`config.mk`:
```
export PLATFORM = sky130hd
export DESIGN_NAME = shift_sched_flat
export DESIGN_NICKNAME = d
export VERILOG_FILES = /design/src/rtl/shift_sched_if.sv /design/src/rtl/shift_sched.sv /design/src/flat_wrapper.sv
export SDC_FILE = /design/constraint.sdc
export NUM_CORES = 1
export LEC_CHECK = 0
export BUFFER_PORTS_ARGS = -buffer_cell sky130_fd_sc_hd__buf_2
export CORE_ASPECT_RATIO = 1.4
export CORE_MARGIN = 4
export CORE_UTILIZATION = 50
export CTS_BUF_LIST = sky130_fd_sc_hd__clkbuf_2 sky130_fd_sc_hd__clkbuf_4 sky130_fd_sc_hd__clkbuf_8
export CTS_CLUSTER_SIZE = 28
export DETAILED_ROUTE_END_ITERATION = 8
export PLACE_DENSITY = 0.95
export SYNTH_ARGS = -nofsm -noshare
export SYNTH_HDL_FRONTEND = slang
export SYNTH_SLANG_ARGS = --single-unit
```
`constraint.sdc`:
```
create_clock -name clk -period 2.1 [get_ports clk]
set_input_delay 0.42 -clock clk [delete_from_list [all_inputs] [get_ports clk]]
set_output_delay 0.42 -clock clk [all_outputs]
set_load 0.1 [all_outputs]
```
`src/rtl/shift_sched_if.sv`:
```
// Request/grant handshake and serializer outputs shared between shift_sched and its requesters.
interface shift_sched_if #(
    parameter int WIDTH = 16
);
    logic [3:0]         req;
    logic [4*WIDTH-1:0] data;
    logic [3:0]         grant;
    logic [3:0]         ack;
    logic               shld;
    logic               serclk;
    logic               sdata;
    logic [4:0]         count;
    logic               busy;
    logic               done;

    modport master (
        output req, data,
        input  grant, ack, shld, serclk, sdata, count, busy, done
    );

    modport slave (
        input  req, data,
        output grant, ack, shld, serclk, sdata, count, busy, done
    );
endinterface

```
`src/rtl/shift_sched.sv`:
```
// Four-requester round-robin scheduler feeding one MSB-first serializer.
// state | meaning
// IDLE  | arbitrate among req, grant registered on exit
// LOAD  | one cycle, shld high, word captured from the granted slice
// SHIFT | each bit is CLKDIV cycles serclk low then CLKDIV cycles serclk high
// DONE  | one cycle, done and ack pulse, last-granted pointer updated
module shift_sched #(
    parameter int WIDTH  = 16,
    parameter int CLKDIV = 2
) (
    input  logic         clk,
    input  logic         reset,
    shift_sched_if.slave bus
);
    typedef enum logic [1:0] {IDLE, LOAD, SHIFT, DONE} state_t;

    localparam int              DIVW     = (CLKDIV > 1) ? $clog2(CLKDIV) : 1;
    localparam logic [DIVW-1:0] DIV_LAST = DIVW'(CLKDIV - 1);

    state_t           state, state_nxt;
    logic [3:0]       grant_q;
    logic [1:0]       gidx;
    logic [1:0]       last_ptr;
    logic [1:0]       win_idx;
    logic [1:0]       cand;
    logic             win_ok;
    logic [WIDTH-1:0] shreg;
    logic [4:0]       cnt;
    logic [DIVW-1:0]  div_cnt;
    logic             serclk_q;
    logic             bit_end;
    logic             shld_c, busy_c, done_c;
    logic [3:0]       ack_c;

    // Search upward from the requester after the one served last.
    always_comb begin
        win_ok  = 1'b0;
        win_idx = last_ptr;
        cand    = last_ptr;
        for (int k = 1; k <= 4; k++) begin
            cand = last_ptr + 2'(k);
            if (!win_ok && bus.req[cand]) begin
                win_ok  = 1'b1;
                win_idx = cand;
            end
        end
    end

    assign bit_end = (state == SHIFT) && (div_cnt == '0) && serclk_q;

    always_ff @(posedge clk or posedge reset) begin
        if (reset) state <= IDLE;
        else       state <= state_nxt;
    end

    always_comb begin
        state_nxt = state;
        shld_c    = 1'b0;
        busy_c    = 1'b1;
        done_c    = 1'b0;
        ack_c     = 4'b0000;
        case (state)
            IDLE: begin
                busy_c = 1'b0;
                if (win_ok) state_nxt = LOAD;
            end
            LOAD: begin
                shld_c    = 1'b1;
                state_nxt = SHIFT;
            end
            SHIFT: begin
                if (bit_end && cnt == 5'd1) state_nxt = DONE;
            end
            DONE: begin
                done_c    = 1'b1;
                ack_c     = grant_q;
                state_nxt = IDLE;
            end
            default: state_nxt = IDLE;
        endcase
    end

    always_ff @(posedge clk or posedge reset) begin
        if (reset) begin
            grant_q  <= 4'b0000;
            gidx     <= 2'd0;
            last_ptr <= 2'd3;
            shreg    <= '0;
            cnt      <= 5'd0;
            div_cnt  <= '0;
            serclk_q <= 1'b0;
        end else begin
            case (state)
                IDLE: begin
                    if (win_ok) begin
                        grant_q <= 4'b0001 << win_idx;
                        gidx    <= win_idx;
                        cnt     <= 5'(WIDTH);
                    end
                end
                LOAD: begin
                    shreg    <= bus.data[gidx*WIDTH +: WIDTH];
                    cnt      <= 5'(WIDTH);
                    serclk_q <= 1'b0;
                    div_cnt  <= DIV_LAST;
                end
                SHIFT: begin
                    if (div_cnt != '0) begin
                        div_cnt <= div_cnt - 1'b1;
                    end else begin
                        div_cnt <= DIV_LAST;
                        if (serclk_q) begin
                            shreg    <= shreg << 1;
                            cnt      <= cnt - 5'd1;
                            serclk_q <= 1'b0;
                        end else begin
                            serclk_q <= 1'b1;
                        end
                    end
                end
                DONE: begin
                    grant_q  <= 4'b0000;
                    last_ptr <= gidx;
                end
                default: ;
            endcase
        end
    end

    assign bus.grant  = grant_q;
    assign bus.ack    = ack_c;
    assign bus.shld   = shld_c;
    assign bus.serclk = serclk_q;
    assign bus.sdata  = (state == SHIFT) && shreg[WIDTH-1];
    assign bus.count  = cnt;
    assign bus.busy   = busy_c;
    assign bus.done   = done_c;
endmodule

```
`src/flat_wrapper.sv`:
```
// flat-port wrapper written by rule: the top's interface ports become plain ports
module shift_sched_flat 
#(
    parameter int WIDTH  = 16,
    parameter int CLKDIV = 2
)
  (clk, reset, bus_req, bus_data, bus_grant, bus_ack, bus_shld, bus_serclk, bus_sdata, bus_count, bus_busy, bus_done);
  shift_sched_if #(.WIDTH(WIDTH)) bus_i ();
  input  logic clk;
  input  logic reset;
  input wire logic [$bits(bus_i.req)-1:0] bus_req;
  input wire logic [$bits(bus_i.data)-1:0] bus_data;
  output wire logic [$bits(bus_i.grant)-1:0] bus_grant;
  output wire logic [$bits(bus_i.ack)-1:0] bus_ack;
  output wire logic [$bits(bus_i.shld)-1:0] bus_shld;
  output wire logic [$bits(bus_i.serclk)-1:0] bus_serclk;
  output wire logic [$bits(bus_i.sdata)-1:0] bus_sdata;
  output wire logic [$bits(bus_i.count)-1:0] bus_count;
  output wire logic [$bits(bus_i.busy)-1:0] bus_busy;
  output wire logic [$bits(bus_i.done)-1:0] bus_done;
  assign bus_i.req = bus_req;
  assign bus_i.data = bus_data;
  assign bus_grant = bus_i.grant;
  assign bus_ack = bus_i.ack;
  assign bus_shld = bus_i.shld;
  assign bus_serclk = bus_i.serclk;
  assign bus_sdata = bus_i.sdata;
  assign bus_count = bus_i.count;
  assign bus_busy = bus_i.busy;
  assign bus_done = bus_i.done;
  shift_sched #(.WIDTH(WIDTH), .CLKDIV(CLKDIV)) u_core (.clk(clk), .reset(reset), .bus(bus_i));
endmodule
```
==> results of run 1 <==
==> state kept, by name, summed over array words and instances (netlist names) <==
register           flops
u_core.gidx            2
u_core.bus.count       5
u_core.shreg          16
u_core.last_ptr        2
u_core.div_cnt         1
u_core.bus.serclk      1
u_core.state           2
u_core.bus.grant       4
==> cells in the mapped netlist, types with 2 or more instances <==
cell type | n | share of area (%)
dfrtp_1 | 31 | 37
o22a_1 | 2 | 0.84
nor3_1 | 3 | 0.72
o21ai_0 | 21 | 5.0
and2_1 | 5 | 1.5
a32o_1 | 2 | 0.96
buf_1 | 2 | 0.36
nand2_1 | 23 | 4.1
ha_1 | 7 | 4.2
o2bb2ai_1 | 2 | 0.84
nand3b_1 | 2 | 0.72
dfstp_2 | 2 | 2.5
mux2_2 | 4 | 2.2
nand2b_1 | 4 | 1.2
inv_1 | 9 | 1.6
nand3_1 | 2 | 0.48
mux4_2 | 16 | 17
mux2i_1 | 18 | 8.6
buf_2 | 2 | 0.48
nor2_1 | 3 | 0.54
clkbuf_1 | 6 | 1.1
==> metrics by stage <==
step / hold slack [ns] / utilization, %
5_1_grt: 0.2601 / 67.77
3_3_place_gp: 0.4535 / 65.10
3_5_place_dp: 0.4704 / 65.10
4_1_cts: 0.2240 / 67.33
2_1_floorplan: 0.4418 / -
6_report: 0.2123 / 67.77
==> kinds of logic (layout without fill, tap and decap cells) <==
kind of cell,Yosys count,count (layout)
AOI/OAI and AO/OA,38,38
buffers and inverters,20,108
muxes,38,38
xor gates and xnor gates,1,1
DFF,33,33
adders and majority gates,7,7
and+or+nand+nor,48,48
==> worst min-delay path: stages <==
cell	delay [ns]
buf_2	0.09
inv_1	0.04
buf_4	0.36
==> area by class of cell <==
type,count,area [sq um]
Fill cell,326,1285
Multi-Input combinational cell,132,1194
Sequential cell,33,828.3
Timing Repair Buffer,91,505.5
Clock buffer,6,76.32
Tap cell,43,53.80
Inverter,9,33.78
Clock inverter,2,10.01
==> power by group through the flow <==
stage                     sequential [mW]  clock, mW  combinational (mW)
after floorplan                      1.54          0                2.04
after global placement               1.23          0                2.82
after detailed placement             1.25          0                2.93
after CTS                            1.24      0.480                2.95
after global routing                 1.29      0.513                3.19
final                                1.25      0.469                2.96
==> metal layers <==
| layer | track usage [%] | vias up | part of all wire, % |
|---|---|---|---|
| met5 | 0 | - | 0 |
| met4 | 9.639 | 0 | 2.4 |
| met3 | 6.158 | 14 | 6.9 |
| met2 | 37.28 | 71 | 55 |
| met1 | 21.66 | 871 | 35 |
| li1 | - | 860 | - |
==> worst min path at each step <==
stage	from	endpoint	slack (ns)	cells past startpoint
2_1_floorplan	u_core.shreg[15]	u_core.shreg[15]	0.44	2
3_3_place_gp	u_core.shreg[15]	u_core.shreg[15]	0.45	2
3_5_place_dp	u_core.shreg[13]	u_core.shreg[13]	0.47	2
4_1_cts	reset	u_core.bus.serclk	0.22	3
5_1_grt	reset	u_core.bus.serclk	0.26	3
6_report	reset	u_core.shreg[14]	0.21	3
==> what timing repair did <==
action	4_1_cts	5_1_grt
setup endpoints to repair	1	19
hold endpoints to repair	0	0
gates resized for setup	1	5
==> layout by cell type (no fill, tap or decap), types with 2 or more instances in the layout <==
master | Yosys | final
mux2i_1 | 18 | 18
clkinv_2 | 0 | 2
o22a_1 | 2 | 2
nand3_1 | 2 | 2
buf_2 | 2 | 81
clkbuf_4 | 0 | 5
inv_1 | 9 | 9
o2bb2ai_1 | 2 | 2
nor3_1 | 3 | 3
o21ai_0 | 21 | 20
nand3b_1 | 2 | 2
buf_12 | 0 | 2
and2_2 | 0 | 4
dfrtp_1 | 31 | 31
nand2_1 | 23 | 23
nand2b_1 | 4 | 4
ha_1 | 7 | 6
mux2_2 | 4 | 4
mux4_2 | 16 | 16
dfstp_2 | 2 | 2
clkbuf_8 | 0 | 5
nor2_1 | 3 | 3
buf_4 | 1 | 4
a32o_1 | 2 | 2
==> reports/metrics.csv, run 1 <==
metric,value,unit
htree depth,2,
Tot Pwr,4.679,mW
total track usage,20.60,%
vias in the first global route,1865,
post-route insts no fill,316,
largest net degree at the start of global routing,34,
R2R depth,4,
maxcap violations,0,
Max Freq,503.1,MHz
worst path required time,1.68,ns
clock net sink count,33,
crit path kind,reg -> out,
Die Ht,84.40,um
drt wl/cell,16.71,um
post-synthesis area per instance,11.27,sq um
Hold Path Class,in -> async,
dpl ws,0.09587,ns
Cells after DPL,308,
compound-gate portion of the synthesized area,12.12,%
synth warn,0,
Max rail drop VDD,1256,uV
reg-to-reg setup timing slack,0.29,ns
clock network fraction of total power,10.0,%
async set-reset flop share out of synthesis,100.0,%
Final Hold Viols,0,
Worst Setup SP,u_core.state[0],
Via Count,1816,
WP depth,4,
Worst-Margin Slew,0.7760,ns
combinational fraction of design power,63.3,%
buffer depth of the longest clock path,2,
buffers and inverters on the worst path,3,
switch share,50.40,%
Startpoint Class,register,
"EDFF count, synth",0,
Post-Route WL,5.281,mm
Power Dens Cells,1732,nW/um^2
clock latency on the worst-skew pair,0.29,ns
worst relative slew slack,48.27,%
crit-path max cell delay,0.42,ns
Pre-antenna DRT Iters,4,
placement row count,27,
register area share after synthesis,39.74,%
Ports,88,
final worst path period share,94.64,%
cell-internal power,2.321,mW
n_diodes,0,
routability cong.,0.7656,
full die area,5281,sq um
Detailed Route Iter0 Violations,112,
Syn Nets,262,
setup tns final,0,ns
FF-to-FF End,u_core.bus.grant[3],
Pleak,1.348,nW
CTS tree,done,
Vias per Instance,5.747,
run status,"finished, final reports clean",
xor and xnor area share after synthesis,0.4202,%
# hold bufs at CTS,0,
# nets final,349,
post-DP HPWL,4.086,mm
slowest CP cell,dfrtp_1,
synthesized flop and latch total,33,
Final Max Slew Viols,0,
RSZ-0062 raised after global routing,false,
layout cells sized above 1,47.25,%
Post-Synth Adder-Cell Area,4.202,%
simple-gate share of the synthesized area,11.52,%
CP Max Fanout,5,
CP Data Arrival Time,1.57,ns
initial antenna violation count,0,
Synth Flop Type,dfrtp_1,
Fin Clk Skew,0.007595,ns
NetSw,2.358,mW
Netlist Area Pre-Place,2084,sq um
Flop pwr share,26.7,%
critical path's most frequent cell,inv_1,
first-pass GRT wire length,8.549,mm
Die W,62.57,um
synth unique cells,40,
synthesis-to-layout area growth,29.59,%
cell at the root of the clock tree,clkbuf_8,
Top Family by Delay on Critical Path,buffers and inverters,
worst setup margin,0.1125,ns
remaining antenna violation count,0,
reg2reg start,u_core.last_ptr[1],
post-synthesis mux area share,28.09,%
GRT overflow,0,
core area,3986,sq um
DRC Markers,0,
CP Capture Type,primary output,
postcts setup bufs,0,
crit-path cells,"inv_1, ha_1, inv_1, buf_4",
final instance area,2701,sq um
initial core utilization,52.29,%
crit path to,bus_busy,
cell count after synthesis,185,
port bufs,87,
post-place instance area,2595,sq um
largest family of logic cells by synthesized area,multiplexers,
fin crit period,1.987,ns
Final setup viols,0,
total CTS buffers,5,
clock-pin slew on the worst setup and hold paths,0.07,ns
No activity file was read; power rests on OpenSTA's default activity.
==> inputs of run 2 (changes only) <==
--- a/config.mk
+++ b/config.mk
@@ -7,7 +7,7 @@
 export LEC_CHECK = 0
 export BUFFER_PORTS_ARGS = -buffer_cell sky130_fd_sc_hd__buf_2
 export CORE_ASPECT_RATIO = 1.4
-export CORE_MARGIN = 4
+export CORE_MARGIN = 2
 export CORE_UTILIZATION = 50
 export CTS_BUF_LIST = sky130_fd_sc_hd__clkbuf_2 sky130_fd_sc_hd__clkbuf_4 sky130_fd_sc_hd__clkbuf_8
 export CTS_CLUSTER_SIZE = 28
==> run 2 against run 1 <==
  * Sequential power barely moved
  * Clock power barely moved
  * Non-clock buffer count rose by 3
  * Global-route usage rose by 2.9 points
  * Highest routed layer unchanged
==> reports/metrics.csv, run 2 (synthesized netlist as in run 1, its figures left out) <==
metric,value,unit
clock-pin slew on the worst setup and hold paths,0.07,ns
Pleak,1.360,nW
CP Max Fanout,5,
clock net sink count,33,
htree depth,2,
buffers and inverters on the worst path,3,
Final Hold Viols,0,
gr busiest metal,met2,
slowest CP cell,dfrtp_1,
placement row count,27,
Die Ht,80.40,um
Detailed Route Iter0 Violations,48,
routability cong.,0.7984,
drt wl/cell,16.81,um
total track usage,23.48,%
RSZ-0062 raised after global routing,false,
Ports,88,
# nets final,352,
Max Freq,500.8,MHz
crit-path max cell delay,0.44,ns
initial antenna violation count,0,
GR Util met2,39.78,%
vias in the first global route,1823,
met1 usage,26.92,%
Worst-Margin Slew,0.7704,ns
Power Dens Cells,1752,nW/um^2
DRC Markers,0,
# fillers,272,
Fin Clk Skew,0.004196,ns
Multi-input gate area,1189,sq um
n_diodes,0,
switch share,50.55,%
clock network fraction of total power,9.9,%
post-DP HPWL,4.086,mm
Top Family by Delay on Critical Path,buffers and inverters,
clock latency on the worst-skew pair,0.28,ns
register area,828.3,sq um
port bufs,87,
Post-Route WL,5.363,mm
critical path's most frequent cell,inv_1,
core area,3953,sq um
cell-internal power,2.355,mW
CP Data Arrival Time,1.58,ns
crit-path cells,"inv_1, ha_1, inv_1, buf_4",
largest net degree at the start of global routing,34,
most frequent cells in the layout,"buf_2 (81), dfrtp_1 (31), nand2_1 (23)",
CTS tree,done,
maxcap violations,0,
initial core utilization,52.74,%
crit path kind,reg -> out,
cell at the root of the clock tree,clkbuf_8,
post-route insts no fill,319,
Max rail drop VDD,1383,uV
layout cells sized above 1,48.19,%
Biggest register,u_core.shreg,
final instance area,2719,sq um
synthesis-to-layout area growth,30.43,%
final worst path period share,95.08,%
Worst Setup SP,u_core.state[0],
fin crit period,1.997,ns
Cells after DPL,311,
Pre-antenna DRT Iters,4,
Tot Pwr,4.762,mW
post-place instance area,2618,sq um
Final Max Slew Viols,0,
"most common cell after layout, fill and taps aside",buf_2,
Final setup viols,0,
worst relative slew slack,48.64,%
worst path required time,1.68,ns
GRT overflow,0,
Vias per Instance,5.846,
combinational fraction of design power,63.5,%
met3 global-route usage,5.475,%
full die area,4709,sq um
remaining antenna violation count,0,
NetSw,2.407,mW
total CTS buffers,5,
CP Capture Type,primary output,
Via Count,1865,
run status,"finished, final reports clean",
Hold Path Class,in -> async,
Startpoint Class,register,
Flop pwr share,26.6,%
reg2reg start,u_core.state[0],
buffer depth of the longest clock path,2,
max reg flops,16,
Die W,58.57,um
first-pass GRT wire length,8.266,mm
## run 2: repair_timing
| item | CTS | global route |
|---|---|---|
| resized for setup | 1 | 5 |
| buffers inserted | 0 | 0 |
| endpoints found under the setup margin | 1 | 5 |
| hold buffers | 0 | 0 |
## run 2: final timing paths
check                                          end  slack [ns]  cells after the start
max in group asynchronous       u_core.last_ptr[0]        1.55                      3
min in group clk                   u_core.shreg[4]        0.48                      2
worst max-delay path                      bus_busy        0.10                      4
worst min-delay path             u_core.bus.serclk        0.22                      3
worst max register to register     u_core.shreg[1]        0.27                      6
worst min register to register     u_core.shreg[4]        0.48                      2
## run 2: worst reg2reg max path: cells and delay by family (launching register included)
kind	cells	cell delay [ns]
flip-flops	1	0.44
buffers and inverters	3	0.65
AO/OA/AOI/OAI	1	0.11
multiplexers	1	0.25
adder cells (fa/ha/maj)	1	0.26
## run 2: layout make-up
| class | instances | share of cell area, % |
|---|---|---|
| clock buffer | 6 | 2.807 |
| tap | 43 | 1.979 |
| inverter | 9 | 1.243 |
| sequential | 33 | 30.46 |
| clock inverter | 2 | 0.3682 |
| multi-input combinational | 132 | 43.72 |
| timing repair buffer | 94 | 19.42 |
## run 2: layer usage
layer / vias to the layer above / routed length, um / part of all wire [%]
met5: - / 0 / 0
met4: 0 / 223 / 4.2
met3: 23 / 355 / 6.6
met2: 81 / 2831 / 53
met1: 898 / 1952 / 36
li1: 863 / - / -
## run 2: metrics by stage
stage / hold WS, ns / worst slack, ns / utilization (%) / setup TNS, ns
3_3_place_gp: 0.4605 / 0.2763 / 66.22 / 0
3_5_place_dp: 0.4720 / 0.2079 / 66.22 / 0
5_1_grt: 0.2639 / 0.01321 / 68.79 / 0
2_1_floorplan: 0.4418 / -0.03729 / - / -0.1491
6_report: 0.2181 / 0.1034 / 68.79 / 0
4_1_cts: 0.2244 / 0.01582 / 68.47 / 0
## run 2: power by group through the flow
stage / Combinational, mW / Sequential (mW) / Clock [mW]
2_1_floorplan: 2.04 / 1.54 / 0
3_3_place_gp: 2.86 / 1.24 / 0
3_5_place_dp: 2.99 / 1.27 / 0
4_1_cts: 3.02 / 1.26 / 0.476
5_1_grt: 3.25 / 1.31 / 0.505
6_report: 3.03 / 1.27 / 0.472
